`config.mk`:
```
export PLATFORM = sky130hd
export DESIGN_NAME = multicycle_ctrl_fsm
export DESIGN_NICKNAME = d
export VERILOG_FILES = /design/src/rtl/multicycle_ctrl_fsm.sv
export SDC_FILE = /design/constraint.sdc
export NUM_CORES = 1
export LEC_CHECK = 0
export BUFFER_PORTS_ARGS = -buffer_cell sky130_fd_sc_hd__buf_2
export CAP_MARGIN = 5
export CORE_MARGIN = 2
export CORE_UTILIZATION = 40
export CTS_CLUSTER_SIZE = 25
export DETAILED_ROUTE_END_ITERATION = 10
export HOLD_SLACK_MARGIN = 0.05
export PLACE_DENSITY = 0.95
export SETUP_SLACK_MARGIN = 0.1
export SLEW_MARGIN = 5
export SYNTH_ARGS = -nofsm -noshare
export SYNTH_HDL_FRONTEND = slang
export SYNTH_SLANG_ARGS = --single-unit
```
`constraint.sdc`:
```
create_clock -name clk -period 3 [get_ports clk]
set_input_delay 0.45 -clock clk [delete_from_list [all_inputs] [get_ports clk]]
set_output_delay 0.45 -clock clk [all_outputs]
set_load 0.005 [all_outputs]
```
`src/rtl/multicycle_ctrl_fsm.sv`:
```
// Main control FSM for the multicycle datapath: fetch/decode/execute/memory/writeback
// sequencing with a memory-ready handshake. Optional retired-instruction counter under CTRL_FSM_PERF_CNT_EN.
module multicycle_ctrl_fsm #(
    parameter int CNT_W = 32
) (
    input  logic             clk,
    input  logic             reset,
    input  logic [1:0]       Op,
    input  logic [5:0]       Funct,
    input  logic             MemReady,
    output logic             IRWrite,
    output logic             NextPC,
    output logic             AdrSrc,
    output logic [1:0]       ALUSrcA,
    output logic [1:0]       ALUSrcB,
    output logic [1:0]       ResultSrc,
    output logic             ALUOp,
    output logic             RegW,
    output logic             MemW,
    output logic             Branch,
    output logic             IllegalOp,
    output logic [CNT_W-1:0] InstrCount
);

    typedef enum logic [3:0] {
        FETCH, DECODE, MEMADR, MEMRD, MEMWB, MEMWR, EXECR, EXECI, ALUWB, BRANCH
    } state_e;

    state_e state_q, state_d;

    // NOTE: state registers use non-blocking assignments; combinational blocks use blocking ones.
    always_ff @(posedge clk or posedge reset) begin
        if (reset) state_q <= FETCH;
        else       state_q <= state_d;
    end

    always_comb begin
        // NOTE: every output gets a default first so no path through the case infers a latch.
        state_d   = state_q;
        IRWrite   = 1'b0;
        NextPC    = 1'b0;
        AdrSrc    = 1'b0;
        ALUSrcA   = 2'b00;
        ALUSrcB   = 2'b00;
        ResultSrc = 2'b00;
        ALUOp     = 1'b0;
        RegW      = 1'b0;
        MemW      = 1'b0;
        Branch    = 1'b0;
        IllegalOp = 1'b0;
        case (state_q)
            FETCH: begin
                ALUSrcA   = 2'b01;
                ALUSrcB   = 2'b10;
                ResultSrc = 2'b10;
                IRWrite   = MemReady;
                NextPC    = MemReady;
                if (MemReady) state_d = DECODE;
            end
            DECODE: begin
                ALUSrcA   = 2'b01;
                ALUSrcB   = 2'b10;
                ResultSrc = 2'b10;
                case (Op)
                    2'b00:   state_d = Funct[5] ? EXECI : EXECR;
                    2'b01:   state_d = MEMADR;
                    2'b10:   state_d = BRANCH;
                    default: begin
                        state_d   = FETCH;
                        IllegalOp = 1'b1;
                    end
                endcase
            end
            MEMADR: begin
                ALUSrcB = 2'b01;
                state_d = Funct[0] ? MEMRD : MEMWR;
            end
            MEMRD: begin
                AdrSrc = 1'b1;
                if (MemReady) state_d = MEMWB;
            end
            MEMWB: begin
                ResultSrc = 2'b01;
                RegW      = 1'b1;
                state_d   = FETCH;
            end
            MEMWR: begin
                AdrSrc = 1'b1;
                MemW   = 1'b1;
                if (MemReady) state_d = FETCH;
            end
            EXECR: begin
                ALUOp   = 1'b1;
                state_d = ALUWB;
            end
            EXECI: begin
                ALUSrcB = 2'b01;
                ALUOp   = 1'b1;
                state_d = ALUWB;
            end
            ALUWB: begin
                RegW    = 1'b1;
                state_d = FETCH;
            end
            BRANCH: begin
                ALUSrcB   = 2'b01;
                ResultSrc = 2'b10;
                Branch    = 1'b1;
                state_d   = FETCH;
            end
            default: state_d = FETCH;
        endcase
        // Strobes must be quiet while reset is held; the state is already FETCH, so muxes need no override.
        if (reset) begin
            IRWrite   = 1'b0;
            NextPC    = 1'b0;
            RegW      = 1'b0;
            MemW      = 1'b0;
            Branch    = 1'b0;
            IllegalOp = 1'b0;
        end
    end

`ifdef CTRL_FSM_PERF_CNT_EN
    logic [CNT_W-1:0] cnt_q;
    logic             retire;

    assign retire = (state_q == ALUWB) || (state_q == MEMWB) || (state_q == BRANCH) ||
                    ((state_q == MEMWR) && MemReady);

    always_ff @(posedge clk or posedge reset) begin
        if (reset)       cnt_q <= '0;
        else if (retire) cnt_q <= cnt_q + CNT_W'(1);
    end

    assign InstrCount = cnt_q;
`else
    assign InstrCount = '0;
`endif

endmodule

```
==> results of run 1 <==
[metrics by stage]
step,util,hold WS (ps),cells
floorplan,-,216.1,118
global placement,0.3949,378.1,114
detailed placement,0.3949,386.5,114
CTS,0.4097,146.1,117
global route,0.4097,162.9,117
finish,0.4097,147.3,117
[metal layers]
metal,wire [um],part of all wire
met1,479,0.40
met2,584,0.49
met3,120,0.10
met4,0,0
met5,0,0
[worst max path at each step]
stage | to | cells after the start
after floorplan | NextPC | 4
after global placement | IllegalOp | 3
after detailed placement | ALUSrcB[0] | 4
after CTS | IllegalOp | 3
after global routing | IllegalOp | 3
final | IllegalOp | 3
[power groups by stage]
stage | sequential [W] | combinational [W] | clock, W
floorplan | 0.0000847 | 0.000328 | 0
global placement | 0.000152 | 0.000293 | 0
detailed placement | 0.000158 | 0.000301 | 0
CTS | 0.000157 | 0.000303 | 0.0000671
global route | 0.000167 | 0.000339 | 0.0000683
finish | 0.000158 | 0.000301 | 0.0000646
[Yosys cell counts]
library cell                number
sky130_fd_sc_hd__o22ai_1         1
sky130_fd_sc_hd__a22o_1          1
sky130_fd_sc_hd__o21bai_1        1
sky130_fd_sc_hd__buf_4          34
sky130_fd_sc_hd__or4_1           1
sky130_fd_sc_hd__nor3_1          5
sky130_fd_sc_hd__or2_2           2
sky130_fd_sc_hd__mux2i_1         2
sky130_fd_sc_hd__xnor2_1         1
sky130_fd_sc_hd__nor4_1          2
sky130_fd_sc_hd__a211oi_1        1
sky130_fd_sc_hd__and3b_1         1
sky130_fd_sc_hd__nand2b_1        3
sky130_fd_sc_hd__inv_1           3
sky130_fd_sc_hd__o32a_1          1
sky130_fd_sc_hd__nand2_1         2
sky130_fd_sc_hd__nor2b_1         2
sky130_fd_sc_hd__conb_1          1
sky130_fd_sc_hd__o22ai_2         1
sky130_fd_sc_hd__buf_6           1
sky130_fd_sc_hd__a32oi_1         1
sky130_fd_sc_hd__a22oi_1         1
sky130_fd_sc_hd__a221oi_1        1
sky130_fd_sc_hd__o21ai_0         1
sky130_fd_sc_hd__nor2_1          7
sky130_fd_sc_hd__dfrtp_1         4
sky130_fd_sc_hd__a2111oi_0       1
sky130_fd_sc_hd__buf_2           4
[final cells by class]
type,instances,area [um^2],area share
multi-input cells,72,375.4,0.6012
flip-flops and latches,4,100.1,0.1603
repair buffers,19,95.09,0.1523
clock buffers,3,22.52,0.03607
well taps,16,20.02,0.03206
inverters,3,11.26,0.01804
[cell families (layout without fill, tap and decap cells)]
group                     Yosys count  in the layout  synth area share
other                               1             33          0.005742
and+or+nand+nor                    25             25            0.2012
DFF                                 4              4            0.1533
AOI/OAI and AO/OA                  11             11            0.1399
buffers and inverters              42             25            0.4559
muxes                               2              2           0.03065
xor gates and xnor gates            1              1           0.01341
==> summary by stage, run 1 <==
Layout
The largest registers in the layout are state_q (4). Counting flops per register, the top entry is state_q. With fillers left out, the area of the finished cells amounts to 624.3 um^2. The post-layout net count is 114.

The number of fill cells is 162. The antenna diode instance count is 0. The growth of design area from synthesis to finish is -4.406%. The register with the most flip-flops in the layout has 4 of them. In the layout the commonest cells are sky130_fd_sc_hd__conb_1, sky130_fd_sc_hd__buf_2, sky130_fd_sc_hd__nor2_1.

The share of post-route cells with drive strength above 1 is 0.2475. The most frequent standard cell in the layout excluding fill and tap cells is sky130_fd_sc_hd__conb_1.

Synth
The largest area contributor in the synthesized netlist is sky130_fd_sc_hd__buf_4. Averaged over all synthesized cells, the footprint is 7.594 um^2. The synthesis warning total is 0.

The post-synthesis sequential area ratio is 0.1533. The area share of the largest cell type after synthesis is 0.3908. Sorting the synthesized cells by area gives the leading types as sky130_fd_sc_hd__buf_4, sky130_fd_sc_hd__dfrtp_1, sky130_fd_sc_hd__nor2_1, sky130_fd_sc_hd__nor3_1, sky130_fd_sc_hd__buf_2. The number of cells produced by synthesis is 86. The synthesized netlist contains 28 unique library cells. In this run, synthesis produced a sequential element count of 4. The mapped netlist covers 653.1 um^2.

Critical path
The worst setup path is of the reg -> out kind. The worst flop-to-flop path startpoint is state_q[1]. For this run, the slowest stage of the critical path takes 470 ps. The slack of the worst reg-to-reg path is 1430 ps. In this run the worst setup path begins at state_q[3]. The dominant delay contributor by cell family on the critical path is simple AND/OR/NAND/NOR gates. Traced cell by cell, the critical path runs through or2_2, nor4_1, buf_2. In this run the critical register-to-register path is captured at state_q[0]. The library cell contributing the largest single delay on the critical path is sky130_fd_sc_hd__dfrtp_1.

The worst path required time is 2550 ps. Counting cells, the worst reg-to-reg path comes to 3. The kind of capture point of the worst setup path is an output pin. Data on the critical path arrives at its endpoint at 1600 ps.

Of all nets on the critical path, the largest fanout is 10. The number of buffer and inverter instances along the worst setup path is 1. STA classifies the critical path startpoint as a flop.

Clocking
Once the clock tree was built, the setup fixing pass inserted 0 buffers. In this run the number of H-tree levels came out at 1. The total clock buffers created by CTS is 3. The quantity of gates resized following cts is 0. Buffers inserted to repair hold after CTS numbered 0. TritonCTS built the clock tree. The total clock sinks is 4. The clock insertion delay at the later pin of the skew report is 230 ps. CTS placed an instance of sky130_fd_sc_hd__clkbuf_4 at the clock tree root. The post-CTS clock slew at the launch and capture registers of the worst setup and hold paths is 40 ps. Counting along the longest clock path gives a buffer depth of 2.

Timing
The worst setup slack after layout is 949.2 ps. The total negative setup slack is 0 ps. Measured against its own limit, the worst slew margin works out to 0.6305.

The highest attainable clock frequency is 487.6 MHz. The slew at the pin with the worst max-slew slack is 554.3 ps. Setup repair after global routing left no endpoint under its margin. The minimum clock period is 2051 ps. Setup violations remaining at the end of the flow were counted as 0.

Dividing the final minimum period by the clock period gives 0.6836. The clock arrives with 2.453 ps of skew. The count of final max-slew check failures is 0.

The count of final hold-check violations is 0.

Die
For this configuration, the core starts out at a cell density of 0.4286. Measured along the y axis, the die boundary spans 44.41 um. The core outline area is 0.001524 mm^2. After floorplanning, the core was divided into 14 placement rows. 57 I/O pins were placed. The floorplan step set the die width to 44.41 um. The die covers 0.001972 mm^2.

Route
The average wire per standard cell is 10.11 um. In the routed design, unresolved DRC markers number 0. In this run, the number of DRC markers left after iteration 0 of detailed routing was 13. Once detail routing completed, the nets flagged for antenna violations numbered 0. The sum of routed wire length over all layers is 1183 um. The number of iterations in the first detailed-routing pass is 4.

The overall via count from detail_route is 531. The number of vias per cell after detailed routing is 4.538.

GRT
The met3 capacity usage during global routing is 0. The via count of the first global-routing pass is 398. The pin count of the biggest net entering global routing is 20. The first global-routing pass estimated 1649 um of wire. The number of antenna violations at the first check in global routing is 0. The global-route usage over all layers is 0.1123.

The layer flagged by global routing as most heavily used is met2. The overall overflow remaining after global route is 0. The met1 layer usage reported by global route is 0.1378. For met2 alone, demand over resource in global routing was 0.1941.

Power and ir drop
Summed over all cells, the static leakage comes to 0.3541 nW. IR analysis of the VDD net gives a maximum drop of 347.1 uV. The portion of total power attributed to the clock network is 0.123. The portion of total power attributed to combinational logic is 0.575. The power per unit of standard cell area is 839.3 mW/mm^2.

Total power for the finished layout comes to 0.0005240 W. Of the total power, the share spent switching nets is 0.4717. The fraction of power consumed by sequential logic is 0.302. The internal power contribution is 0.0002768 W. The switching component of the power is 0.0002472 W.

Place
The sum of net half-perimeters after detailed placement is 884.1 um. During placement, the flow inserted port buffers numbering 19. Prior to clock tree synthesis, the placed netlist has a worst setup slack of 1222 ps. Routability-driven placement finished with a final weighted congestion of 0.7617. After detailed placement, the total cell area comes to 601.8 um^2.

Outcome
The run finished with clean final reports.

Flow run
The max-cap violation count is 0.

Worst hold path
The class of the tightest hold or removal check is in -> async.
Note: power is estimated with default switching activity, not from simulation.
==> run 2, diff against run 1 <==
- CORE_UTILIZATION: 40 -> 33
- PLACE_DENSITY: 0.95 -> 0.85
- clock period: 3 -> 1.8 ns (I/O delays scaled with it)
==> run 2 against run 1 <==
Global-route usage increased by 0.62 points; first-iteration DRC count increased by 7.7%; non-clock buffer count increased by 10; die area increased by 19%; combinational power increased by 150%; register-to-register slack got worse by 1200 ps; sequential power increased by 45%; power increased by 110%; final cell count increased by 18%; sequential share of layout area decreased by 1.8 points; critical path type unchanged; largest cell class unchanged.
==> summary by stage, run 2 (same netlist as run 1, synthesis figures left out) <==
Die
The initial utilization of the core area, before any placement, comes to 0.3398. The top-level I/O count is 57. The die covers 0.002351 mm^2.

In this run the standard cell core region covers 0.001922 mm^2. The die boundary height is 48.49 um. The number of rows in the core area is 16. The floorplan step set the die width to 48.49 um.

Route
After detailed routing, the average wire length per cell comes to 10.43 um. The final layout contains routed wiring with a total length of 1439 um. The count of nets left with antenna violations once routing finished came out at 0.

After the first detailed-routing iteration, the DRC count stood at 14. After detailed routing, the number of remaining DRC violations is 0. The detailed router placed 591 vias in this run. The number of iterations in the first detailed-routing pass is 4. The number of vias per cell after detailed routing is 4.283.

Critical path
The type of the worst setup path is reg -> out. Of all nets on the critical path, the largest fanout is 6. The worst register-to-register path has a depth of 4.

The kind of capture point of the worst setup path is an output pin. The worst path required time is 1530 ps. The endpoint arrival time on the critical path is 1420 ps.

The worst setup path is launched from a flop.

Timing
The hold slack is 353.3 ps. For this run, the top clock speed supported by timing is 592.8 MHz. The total negative setup slack is 0 ps. The routed design could run at a clock period as short as 1687 ps. Setup repair after global routing could not meet its margin everywhere.

Across the routed clock network, the largest skew measured is 1.406 ps. In the finished design, the share of the clock period the worst path needs comes to 0.9372. The count of final hold-check violations is 0.

The count of final max-slew check failures is 0. The worst setup slack after layout is 113.1 ps. The number of setup violations in the final report is 0.

Clocking
The clock insertion delay at the later pin of the skew report is 230 ps. TritonCTS created 3 clock buffers. The clock tree root buffer cell is sky130_fd_sc_hd__clkbuf_4. The post-CTS clock slew at the launch and capture registers of the worst setup and hold paths is 40 ps. The tree built by TritonCTS fans out to 4 sinks. The CTS tree is yes. The number of H-tree branching levels is 1.

The clock tree buffer depth is 2.

Layout
The top register by number of flip-flops is state_q. The share of post-route cells with drive strength above 1 is 0.3694. Leaving out filler cells and counting taps, the final layout contains 138.

The number of fill cells is 204. In the layout the commonest cells are sky130_fd_sc_hd__conb_1, sky130_fd_sc_hd__buf_2, sky130_fd_sc_hd__nor2_1, sky130_fd_sc_hd__buf_4, sky130_fd_sc_hd__nor3_1. The most frequent standard cell in the layout excluding fill and tap cells is sky130_fd_sc_hd__conb_1. The flip-flop count of the largest register after layout is 4. The largest registers in the layout are state_q (4). The final layout contains 124 nets. 0 antenna diodes ended up in the layout. The area growth from synthesis to layout is 13.22%.

Place
The sum of net half-perimeters after detailed placement is 962.5 um. Input and output buffers added on the ports amount to 19. Once placement completed, the tool counted placed cells totaling 126. The worst setup timing slack at the placement stage is 226.5 ps.

Routability-driven placement finished with a final weighted congestion of 0.8558.

GRT
The number of antenna violations at the first check in global routing is 0. Global routing finished with a remaining overflow of 0. The global-route usage over all layers is 0.1185. Entering global routing, the biggest net connects 16 pins.

The first-pass GRT wire length is 2090 um. The via count of the first global-routing pass was 459.

Power and ir drop
The total power of the final layout is 0.001090 W. The leakage power is 0.4008 nW. Dividing total power by cell area gives a power density of 1474 mW/mm^2.

The worst ir drop on vdd is 743.1 uV.

Outcome
The run finished with clean final reports.

Worst hold path
The worst hold path was traced through 3 stages. In this run the worst hold path is classified as in -> reg.

Flow run
Max-cap violations in this run came to 0.
run 2: through the flow:
step                  util  cell area [um^2]
floorplan                -             773.2
global placement    0.3242             623.1
detailed placement  0.3242             623.1
CTS                 0.3555             683.2
global route        0.3848             739.5
finish              0.3848             739.5
run 2: worst max-delay path: stages, from the launching register on:
cell,delay [ps]
sky130_fd_sc_hd__dfrtp_2,440
sky130_fd_sc_hd__buf_6,140
sky130_fd_sc_hd__and3b_1,160
sky130_fd_sc_hd__o21bai_1,150
sky130_fd_sc_hd__a22o_1,170
sky130_fd_sc_hd__buf_2,120
run 2: metal layers:
metal	wire length, um	up-vias	GRT usage
li1	-	276	-
met1	526	263	0.1252
met2	724	48	0.1782
met3	158	4	0.05864
met4	29	0	0.09524
met5	0	-	0
run 2: final timing paths:
check / startpoint / slack (ps) / to
min: Funct[0] / 350 / state_q[1]
max: state_q[2] / 110 / ALUSrcB[0]
min reg2reg: state_q[2] / 660 / state_q[2]
min in group asynchronous: reset / 560 / state_q[3]
max in group asynchronous: reset / 1070 / state_q[2]
max reg2reg: state_q[3] / 270 / state_q[0]
run 2: layout make-up:
| cell class | instances | area (um^2) | share of cell area |
|---|---|---|---|
| Tap cell | 27 | 33.78 | 0.04569 |
| Multi-Input combinational cell | 72 | 392.9 | 0.5313 |
| Timing Repair Buffer | 29 | 173.9 | 0.2352 |
| Inverter | 3 | 11.26 | 0.01523 |
| Sequential cell | 4 | 105.1 | 0.1421 |
| Clock buffer | 3 | 22.52 | 0.03046 |
run 2: power by group:
group	total (W)	switching (W)	internal [W]
clock	0.000110	0.0000358	0.0000745
combinational	0.000751	0.000355	0.000396
sequential	0.000229	0.0000895	0.000139
total	0.00109	0.000480	0.000610
run 2: repair_timing:
action	CTS	global route
setup endpoints to repair	5	6
endpoints found under the hold margin	4	0
buffers inserted	3	5
hold buffers	1	0
resized for setup	4	6
